### config.mk
export PLATFORM = sky130hd
export DESIGN_NAME = instruction_memory_loader
export DESIGN_NICKNAME = d
export VERILOG_FILES = /design/src/rtl/instruction_memory_loader_pkg.sv /design/src/rtl/instruction_memory_loader_word_assembler.sv /design/src/rtl/instruction_memory_loader.sv
export SDC_FILE = /design/constraint.sdc
export NUM_CORES = 1
export LEC_CHECK = 0
export BUFFER_PORTS_ARGS = -buffer_cell sky130_fd_sc_hd__buf_2
export CAP_MARGIN = 0
export CORE_MARGIN = 8
export CORE_UTILIZATION = 45
export DETAILED_ROUTE_END_ITERATION = 6
export HOLD_SLACK_MARGIN = 0.08
export PLACE_DENSITY = 0.68
export SETUP_SLACK_MARGIN = 0.3
export SKIP_CTS_REPAIR_TIMING = 1
export SLEW_MARGIN = 20
export SYNTH_ARGS = -nofsm -noshare
export SYNTH_HDL_FRONTEND = slang
export SYNTH_SLANG_ARGS = --single-unit
### constraint.sdc
create_clock -name clk -period 4.9 [get_ports clk]
set_clock_uncertainty 0.2 [all_clocks]
set_input_delay 0.245 -clock clk [delete_from_list [all_inputs] [get_ports clk]]
set_output_delay 0.245 -clock clk [all_outputs]
set_load 0.01 [all_outputs]
### src/rtl/instruction_memory_loader_pkg.sv
// Shared state encodings, widths and output decode for the instruction memory loader.
// Defining IMEM_LOADER_CHECKSUM_EN adds the CHECK state for the XOR checksum trailer.
package instruction_memory_loader_pkg;

    localparam int unsigned BYTE_WIDTH      = 8;
    localparam int unsigned WORD_WIDTH      = 32;
    localparam int unsigned LEN_WIDTH       = 16;
    localparam int unsigned LDR_STATE_WIDTH = 3;

    typedef enum logic [LDR_STATE_WIDTH-1:0] {
        LDR_IDLE   = 3'd0,
        LDR_LEN_LO = 3'd1,
        LDR_LEN_HI = 3'd2,
        LDR_DATA   = 3'd3,
        LDR_WRITE  = 3'd4,
`ifdef IMEM_LOADER_CHECKSUM_EN
        LDR_CHECK  = 3'd5,
`endif
        LDR_DONE   = 3'd6,
        LDR_ERR    = 3'd7
    } ldr_state_e;

    typedef struct packed {
        logic rx_ready;
        logic wr_en;
        logic cpu_hold;
        logic busy;
        logic done;
        logic error;
    } ldr_ctl_t;

    // Moore decode of the control outputs; done/error are sticky because only start leaves DONE/ERR.
    function automatic ldr_ctl_t ldr_decode(input ldr_state_e s);
        ldr_ctl_t c;
        c          = '0;
        c.cpu_hold = (s != LDR_DONE);
        c.done     = (s == LDR_DONE);
        c.error    = (s == LDR_ERR);
        c.wr_en    = (s == LDR_WRITE);
        case (s)
            LDR_LEN_LO, LDR_LEN_HI, LDR_DATA: begin
                c.rx_ready = 1'b1;
                c.busy     = 1'b1;
            end
`ifdef IMEM_LOADER_CHECKSUM_EN
            LDR_CHECK: begin
                c.rx_ready = 1'b1;
                c.busy     = 1'b1;
            end
`endif
            LDR_WRITE: c.busy = 1'b1;
            default: ;
        endcase
        return c;
    endfunction

endpackage

### src/rtl/instruction_memory_loader_word_assembler.sv
// Little-endian word assembler: bytes shift in from the top so the first byte ends up as the LSB.
module instruction_memory_loader_word_assembler
    import instruction_memory_loader_pkg::*;
(
    input  logic                  clk,
    input  logic                  rst,
    input  logic                  clear,
    input  logic                  load_en,
    input  logic [BYTE_WIDTH-1:0] byte_in,
    output logic [WORD_WIDTH-1:0] word,
    output logic                  word_full_c
);

    logic [1:0] byte_idx;

    always_ff @(posedge clk) begin
        if (rst || clear) begin
            word     <= '0;
            byte_idx <= '0;
        end else if (load_en) begin
            word     <= {byte_in, word[WORD_WIDTH-1:BYTE_WIDTH]};
            byte_idx <= byte_idx + 2'd1;
        end
    end

    // High while the next accepted byte completes the word.
    assign word_full_c = (byte_idx == 2'd3);

endmodule

### src/rtl/instruction_memory_loader.sv
// Byte-stream program loader: length header, LE word assembly, instruction memory writes, core hold.
// Defining IMEM_LOADER_CHECKSUM_EN appends a one-byte XOR checksum check after the payload.
module instruction_memory_loader
    import instruction_memory_loader_pkg::*;
#(
    parameter int unsigned ADDR_WIDTH = 6
) (
    input  logic                  clk,
    input  logic                  rst,
    input  logic                  start,
    input  logic [BYTE_WIDTH-1:0] rx_data,
    input  logic                  rx_valid,
    output logic                  rx_ready,
    output logic                  wr_en,
    output logic [ADDR_WIDTH-1:0] wr_addr,
    output logic [WORD_WIDTH-1:0] wr_data,
    output logic                  cpu_hold,
    output logic                  busy,
    output logic                  done,
    output logic                  error,
    output logic [ADDR_WIDTH:0]   words_loaded
);

    localparam int unsigned CNT_WIDTH = ADDR_WIDTH + 1;
    localparam int unsigned CAPACITY  = 2 ** ADDR_WIDTH;
`ifdef IMEM_LOADER_CHECKSUM_EN
    localparam ldr_state_e LDR_FINAL = LDR_CHECK;
`else
    localparam ldr_state_e LDR_FINAL = LDR_DONE;
`endif

    ldr_state_e            state;
    ldr_state_e            state_next;
    ldr_ctl_t              ctl_next;
    logic                  accept_c;
    logic                  clear_c;
    logic                  load_c;
    logic                  word_full_c;
    logic [BYTE_WIDTH-1:0] len_lo;
    logic [LEN_WIDTH-1:0]  len_rx_c;
    logic [CNT_WIDTH-1:0]  len_words;
    logic [CNT_WIDTH-1:0]  words_inc_c;
`ifdef IMEM_LOADER_CHECKSUM_EN
    logic [BYTE_WIDTH-1:0] csum;
`endif

    assign accept_c    = rx_valid & rx_ready;
    assign clear_c     = start & ((state == LDR_IDLE) | (state == LDR_DONE) | (state == LDR_ERR));
    assign load_c      = accept_c & (state == LDR_DATA);
    assign len_rx_c    = {rx_data, len_lo};
    assign words_inc_c = words_loaded + CNT_WIDTH'(1);
    assign wr_addr     = words_loaded[ADDR_WIDTH-1:0];

    // State and registered control outputs.
    always_ff @(posedge clk) begin
        if (rst) begin
            state    <= LDR_IDLE;
            rx_ready <= 1'b0;
            wr_en    <= 1'b0;
            cpu_hold <= 1'b1;
            busy     <= 1'b0;
            done     <= 1'b0;
            error    <= 1'b0;
        end else begin
            state    <= state_next;
            rx_ready <= ctl_next.rx_ready;
            wr_en    <= ctl_next.wr_en;
            cpu_hold <= ctl_next.cpu_hold;
            busy     <= ctl_next.busy;
            done     <= ctl_next.done;
            error    <= ctl_next.error;
        end
    end

    always_comb begin
        state_next = state;
        case (state)
            LDR_IDLE, LDR_DONE, LDR_ERR: if (start) state_next = LDR_LEN_LO;
            LDR_LEN_LO: if (accept_c) state_next = LDR_LEN_HI;
            LDR_LEN_HI: begin
                if (accept_c) begin
                    if (len_rx_c == '0)                         state_next = LDR_FINAL;
                    else if (len_rx_c > LEN_WIDTH'(CAPACITY))   state_next = LDR_ERR;
                    else                                        state_next = LDR_DATA;
                end
            end
            LDR_DATA: if (accept_c && word_full_c) state_next = LDR_WRITE;
            LDR_WRITE: state_next = (words_inc_c < len_words) ? LDR_DATA : LDR_FINAL;
`ifdef IMEM_LOADER_CHECKSUM_EN
            LDR_CHECK: if (accept_c) state_next = (rx_data == csum) ? LDR_DONE : LDR_ERR;
`endif
            default: state_next = LDR_IDLE;
        endcase
    end

    // Outputs are decoded from the upcoming state so they register in step with it.
    always_comb begin
        ctl_next = ldr_decode(state_next);
    end

    always_ff @(posedge clk) begin
        if (rst) begin
            len_lo       <= '0;
            len_words    <= '0;
            words_loaded <= '0;
        end else begin
            if (clear_c)                 words_loaded <= '0;
            else if (state == LDR_WRITE) words_loaded <= words_inc_c;
            if (accept_c && (state == LDR_LEN_LO)) len_lo    <= rx_data;
            if (accept_c && (state == LDR_LEN_HI)) len_words <= CNT_WIDTH'(len_rx_c);
        end
    end

`ifdef IMEM_LOADER_CHECKSUM_EN
    // Running XOR over every payload byte of the session.
    always_ff @(posedge clk) begin
        if (rst || clear_c) csum <= '0;
        else if (load_c)    csum <= csum ^ rx_data;
    end
`endif

    instruction_memory_loader_word_assembler u_asm (
        .clk         (clk),
        .rst         (rst),
        .clear       (clear_c),
        .load_en     (load_c),
        .byte_in     (rx_data),
        .word        (wr_data),
        .word_full_c (word_full_c)
    );

endmodule

* Yosys cells after proc, flatten, opt, wreduce, memory -nomap -nowiden
Index checks and enable logic that the tools add are counted.
** Storage, ports and cells
- Logic and storage cells :: 55
- Output and inout port bits :: 51
- Bits in registers :: 65
** Operators by class
- Bitwise gates (word level) :: 5
- Equality and inequality tests :: 14
- Mux-type cells :: 10
- Reductions and logical operators :: 10
- Order comparisons :: 2
- Add/subtract/negate cells :: 2
** Operator list (number)
- $mux 3 :: 7
- $eq 3x3->1 const B :: 6
- $gt 16x7->1 const B :: 1
- $logic_not 16->1 :: 1
- $pmux 3 s5 :: 1
- $eq 3x2->1 const B :: 4
- $add 7x1->7 const B :: 1
- $lt 7x7->1 :: 1
- $eq 3x1->1 const B :: 2
- $reduce_or 3->1 :: 2
- $reduce_or 4->1 :: 1
- $and 1x1->1 :: 3
- $logic_and 1x1->1 :: 3
- $logic_not 3->1 :: 1
- $ne 3x3->1 const B :: 1
- $add 2x1->2 const B :: 1
- $eq 2x2->1 const B :: 1
- $mux 1 :: 2
- $or 1x1->1 :: 2
- $reduce_or 2->1 :: 1
- $logic_or 1x1->1 :: 1

* Depth between registers and ports, before layout
- Depth after elaboration :: 8
- Gate-level depth with buffers :: 10

* Hierarchy
A second synthesis with hierarchy kept.
** Unflattened totals
- Cells, all modules :: 294
- Area total of the unflattened synthesis :: 2969.1 um2
** By module, submodules not included
- instruction_memory_loader :: area an instance 1705.4 um2, cells each 182, seq. area each 620.6 um2, times used 1
- instruction_memory_loader_word_assembler :: area an instance 1263.7 um2, cells each 112, seq. area each 680.7 um2, times used 1

* Least setup slack after synthesis
No wires, ideal clock.
- Path type :: flip-flop to flip-flop
- From :: reg words_loaded[0]
- To :: reg wr_en
- Slack :: 2.411 ns
- Data arrival time :: 2.174 ns
- Stages on the path, launching flop included :: 11
- Library setup time :: 0.115 ns
- Buffers on the path :: 0
- Cell sequence :: dfxtp_1 -> ha_1 -> nand3_1 -> nor2_1 -> xor2_1 -> ha_1 -> a21oi_1 -> o21ai_0 -> a21oi_1 -> o21ai_0 -> and3_1
** Between the ends
- Cells in the longest elaborated chain, start to end :: 5
** RTL lines
- from (decl) :: RTL line instruction_memory_loader.sv:21 : output logic [ADDR_WIDTH:0] words_loaded
- from (signal assigned) :: RTL line instruction_memory_loader.sv:108 : else if (state == LDR_WRITE) words_loaded <= words_inc_c;
- $add 7x1->7 :: RTL line instruction_memory_loader.sv:51 : assign words_inc_c = words_loaded + CNT_WIDTH'(1);
- via words_inc_c[6] :: RTL line instruction_memory_loader.sv:42 : logic [CNT_WIDTH-1:0] words_inc_c;
- $lt 7x7->1 :: RTL line instruction_memory_loader.sv:88 : LDR_WRITE: state_next = (words_inc_c < len_words) ? LDR_DATA : LDR_FINAL;
- $mux 3 :: RTL line instruction_memory_loader.sv:88
- $pmux 3 s5 :: RTL line instruction_memory_loader.sv:77 : case (state)
- $eq 3x3->1 :: RTL line instruction_memory_loader_pkg.sv:39 : c.wr_en = (s == LDR_WRITE);
- to (signal assigned) :: RTL line instruction_memory_loader.sv:67 : wr_en <= ctl_next.wr_en;
- to (decl) :: RTL line instruction_memory_loader.sv:14 : output logic wr_en,
The timed path passes the listed nets, and every way through them passes these cells.
A chain may end at the register's enable or synchronous reset.

* Worst setup path in the final report
Ends and elaborated chain as after synthesis.

==> impl_results.md <==
* Synth top area cells: dfxtp_1, nand2_1, a21oi_1
* Area leader, netlist: dfxtp_1
* Required @ worst endpoint at 4.93 ns
* GP Congestion at 0.7935
* Drt total wl at 6.487 mm
* Hold EP: len_lo[0]$_SDFFE_PP0P_
* Via count at 2412
* # fillers at 571
* Die Width at 95.18 µm
* Worst EP arrival at 2.80 ns
* Slew @ Worst Pin at 0.6268 ns
* Via density at 5.046
* Most common cell in the netlist: nand2_1
* CP endpoint kind: flip-flop
* Fin crit period at 2.769 ns
* Synth top area share at 46.12%
* Most used DFF post-synth: dfxtp_1
* Gate Count Post-Synth at 339
* Initial core utilization at 45.47%
* Relative slew slack at 58.21%
* H-tree levels at 3
* Fmax at 361.1 MHz
* Post-synth top cells: nand2_1, dfxtp_1, a21oi_1
* TritonRoute pass-1 iters at 4
* CTS Root Cell: clkbuf_8
* Pre-CTS setup slack at 2.177 ns
* Port Buffer Count at 62
* Leak pwr at 0.001433 µW
* Largest net degree at the start of global routing at 42
* YS warnings at 0
* Top-Level Pins at 63
* Hold Vio Cnt, Final at 0
* Mean Syn Cell Area at 8.323 µm²
* Max clock buf depth at 2
* Core area at 6205 µm²
* Setup TNS at 0 ns
* First DRT Iteration DRCs at 115
* Post-synthesis sequential area ratio at 46.12%
* Residual DRC at 0
* Nets at 416
* R2R Setup Slk at 2.13 ns
* Seq cells post-synth at 65
* CTS buffer count at 9
* Post-route setup slack at 2.131 ns
* CTS tree: done
* Antenna Nets Post-Route at 0
* Status: finished, final reports clean
* Synthesized Nets at 359
* Max-Cap Viols at 0
* Post-synth cell types at 43
* Sink Count at 65
* Setup CP Type: flip-flop to flip-flop
* RR Startpoint: words_loaded[0]$_SDFFE_PP0P_
* Mapped cell area at 2821 µm²
* Total track usage at 14.88%
* Async set-reset flop share out of synthesis at 0%
* Setup violators final at 0
* Reg2Reg Depth at 10
* Final Max Tran Viols at 0
* Antenna violations before repair at 0
* Hold Path Depth at 2
* First-pass GRT wire length at 10.80 mm
* Design Power at 1074 µW
* FP Rows at 29
* PwrDens at 318.5 nW/µm²
* HP Class: primary input to flip-flop
* Area grow syn2layout at 19.51%
* Crit-path max FO at 6
* Post-synth EDFFs at 0
* Die Ht at 95.18 µm
* Drt wl/cell at 13.57 µm
* Nature of the critical path startpoint: flip-flop
* Share of layout cells above drive strength 1 at 23.19%
* Worst-path clk slew at 0.07 ns
* N_diodes at 0
* RSZ-0062 raised after global routing: false
* GRT overflow at 0
* Die ar. at 9059 µm²
* Maximum VDD drop at 0.1730 mV
* Reg2reg end: wr_en$_SDFF_PP0_
* Tcrit/Tclk final at 56.51%
* Skew-Pair Late Insertion Delay at 0.34 ns
* Number of global-route vias before repair at 2351
* Hold wc startpoint: rst
* DP Wirelength at 4.425 mm
## cell type report
type | instances | area (µm²) | share of cell area, %
multi-input cells | 239 | 1334 | 39.55
inverters | 9 | 33.78 | 1.002
flip-flops and latches | 65 | 1301 | 38.59
well taps | 77 | 96.34 | 2.857
repair buffers | 72 | 405.4 | 12.02
clock buffers | 9 | 123.9 | 3.673
clock inverters | 7 | 77.57 | 2.301
## through the flow
step / instances / area [µm²] / hold WS, ns / utilization, %
global route: 478 / 3372 / 0.1324 / 54.35
detailed placement: 454 / 3090 / 0.2430 / 49.81
CTS: 470 / 3292 / -0.04903 / 53.06
floorplan: 339 / 2821 / 0.1223 / -
finish: 478 / 3372 / 0.1272 / 54.35
global placement: 454 / 3090 / 0.2407 / 49.81
## critical path, cell delays in order, from the launching register on
cell and delay (ns):
dfxtp_1 0.43, ha_1 0.24, nand3_1 0.17, nor2_1 0.17, xor2_1 0.21, ha_1 0.28, a21oi_1 0.12, o21ai_0 0.08
a21oi_1 0.36, o21ai_0 0.19, and3_1 0.22
## routing by layer
layer  up-vias  global-route usage, %  part of all wire [%]
met5         -                      0                     0
met1      1109                  17.07                    46
met3         5                  6.772                   7.7
li1       1245                      -                     -
met2        53                  23.53                    46
met4         0                  6.112                  0.71
## cell families after synthesis
kind of cell / after synthesis / synth area share [%]
XOR/XNOR: 10 / 3.104
flip-flops: 65 / 46.12
AND/OR/NAND/NOR: 137 / 22.22
AO/OA/AOI/OAI: 76 / 15.57
buffers and inverters: 35 / 6.607
adder cells (fa/ha/maj): 8 / 3.548
multiplexers: 8 / 2.838
## power by group
part / switching [µW] / total, µW / internal, µW
logic: 39.8 / 67.5 / 27.7
clock network: 220 / 460 / 240
registers: 12.1 / 546 / 534
## how the worst max path moves through the flow
stage,startpoint,slack [ns],end,cells after the start
4_1_cts,words_loaded[0]$_SDFFE_PP0P_,2.14,wr_en$_SDFF_PP0_,10
3_3_place_gp,words_loaded[0]$_SDFFE_PP0P_,2.28,wr_en$_SDFF_PP0_,10
3_5_place_dp,words_loaded[0]$_SDFFE_PP0P_,2.18,wr_en$_SDFF_PP0_,10
2_1_floorplan,words_loaded[0]$_SDFFE_PP0P_,2.41,wr_en$_SDFF_PP0_,10
6_report,words_loaded[0]$_SDFFE_PP0P_,2.13,wr_en$_SDFF_PP0_,10
5_1_grt,words_loaded[0]$_SDFFE_PP0P_,1.81,error$_SDFF_PP0_,10
## cell usage in the layout (no fill, tap or decap), types with 2 or more instances in the layout
| cell | count |
|---|---|
| nor4_1 | 4 |
| dlygate4sd3_1 | 8 |
| dfxtp_1 | 65 |
| or3_1 | 3 |
| mux2i_1 | 8 |
| nand3_1 | 3 |
| nor2_2 | 2 |
| a211oi_2 | 2 |
| xnor2_1 | 6 |
| inv_1 | 9 |
| buf_4 | 2 |
| buf_2 | 62 |
| a211oi_1 | 2 |
| a21oi_1 | 50 |
| xor2_1 | 4 |
| clkbuf_8 | 9 |
| nor3_1 | 3 |
| ha_1 | 8 |
| inv_6 | 3 |
| and3_1 | 2 |
| and2_1 | 2 |
| nor2_1 | 22 |
| nand2_1 | 86 |
| o21ai_0 | 12 |
## sequential cells by signal (all words and copies together) (netlist names), 2 cells and up
signal	count
len_lo	8
words_loaded	7
u_asm.word	32
u_asm.byte_idx	2
state	3
len_words	7
Power figures use the tool's default switching activity.
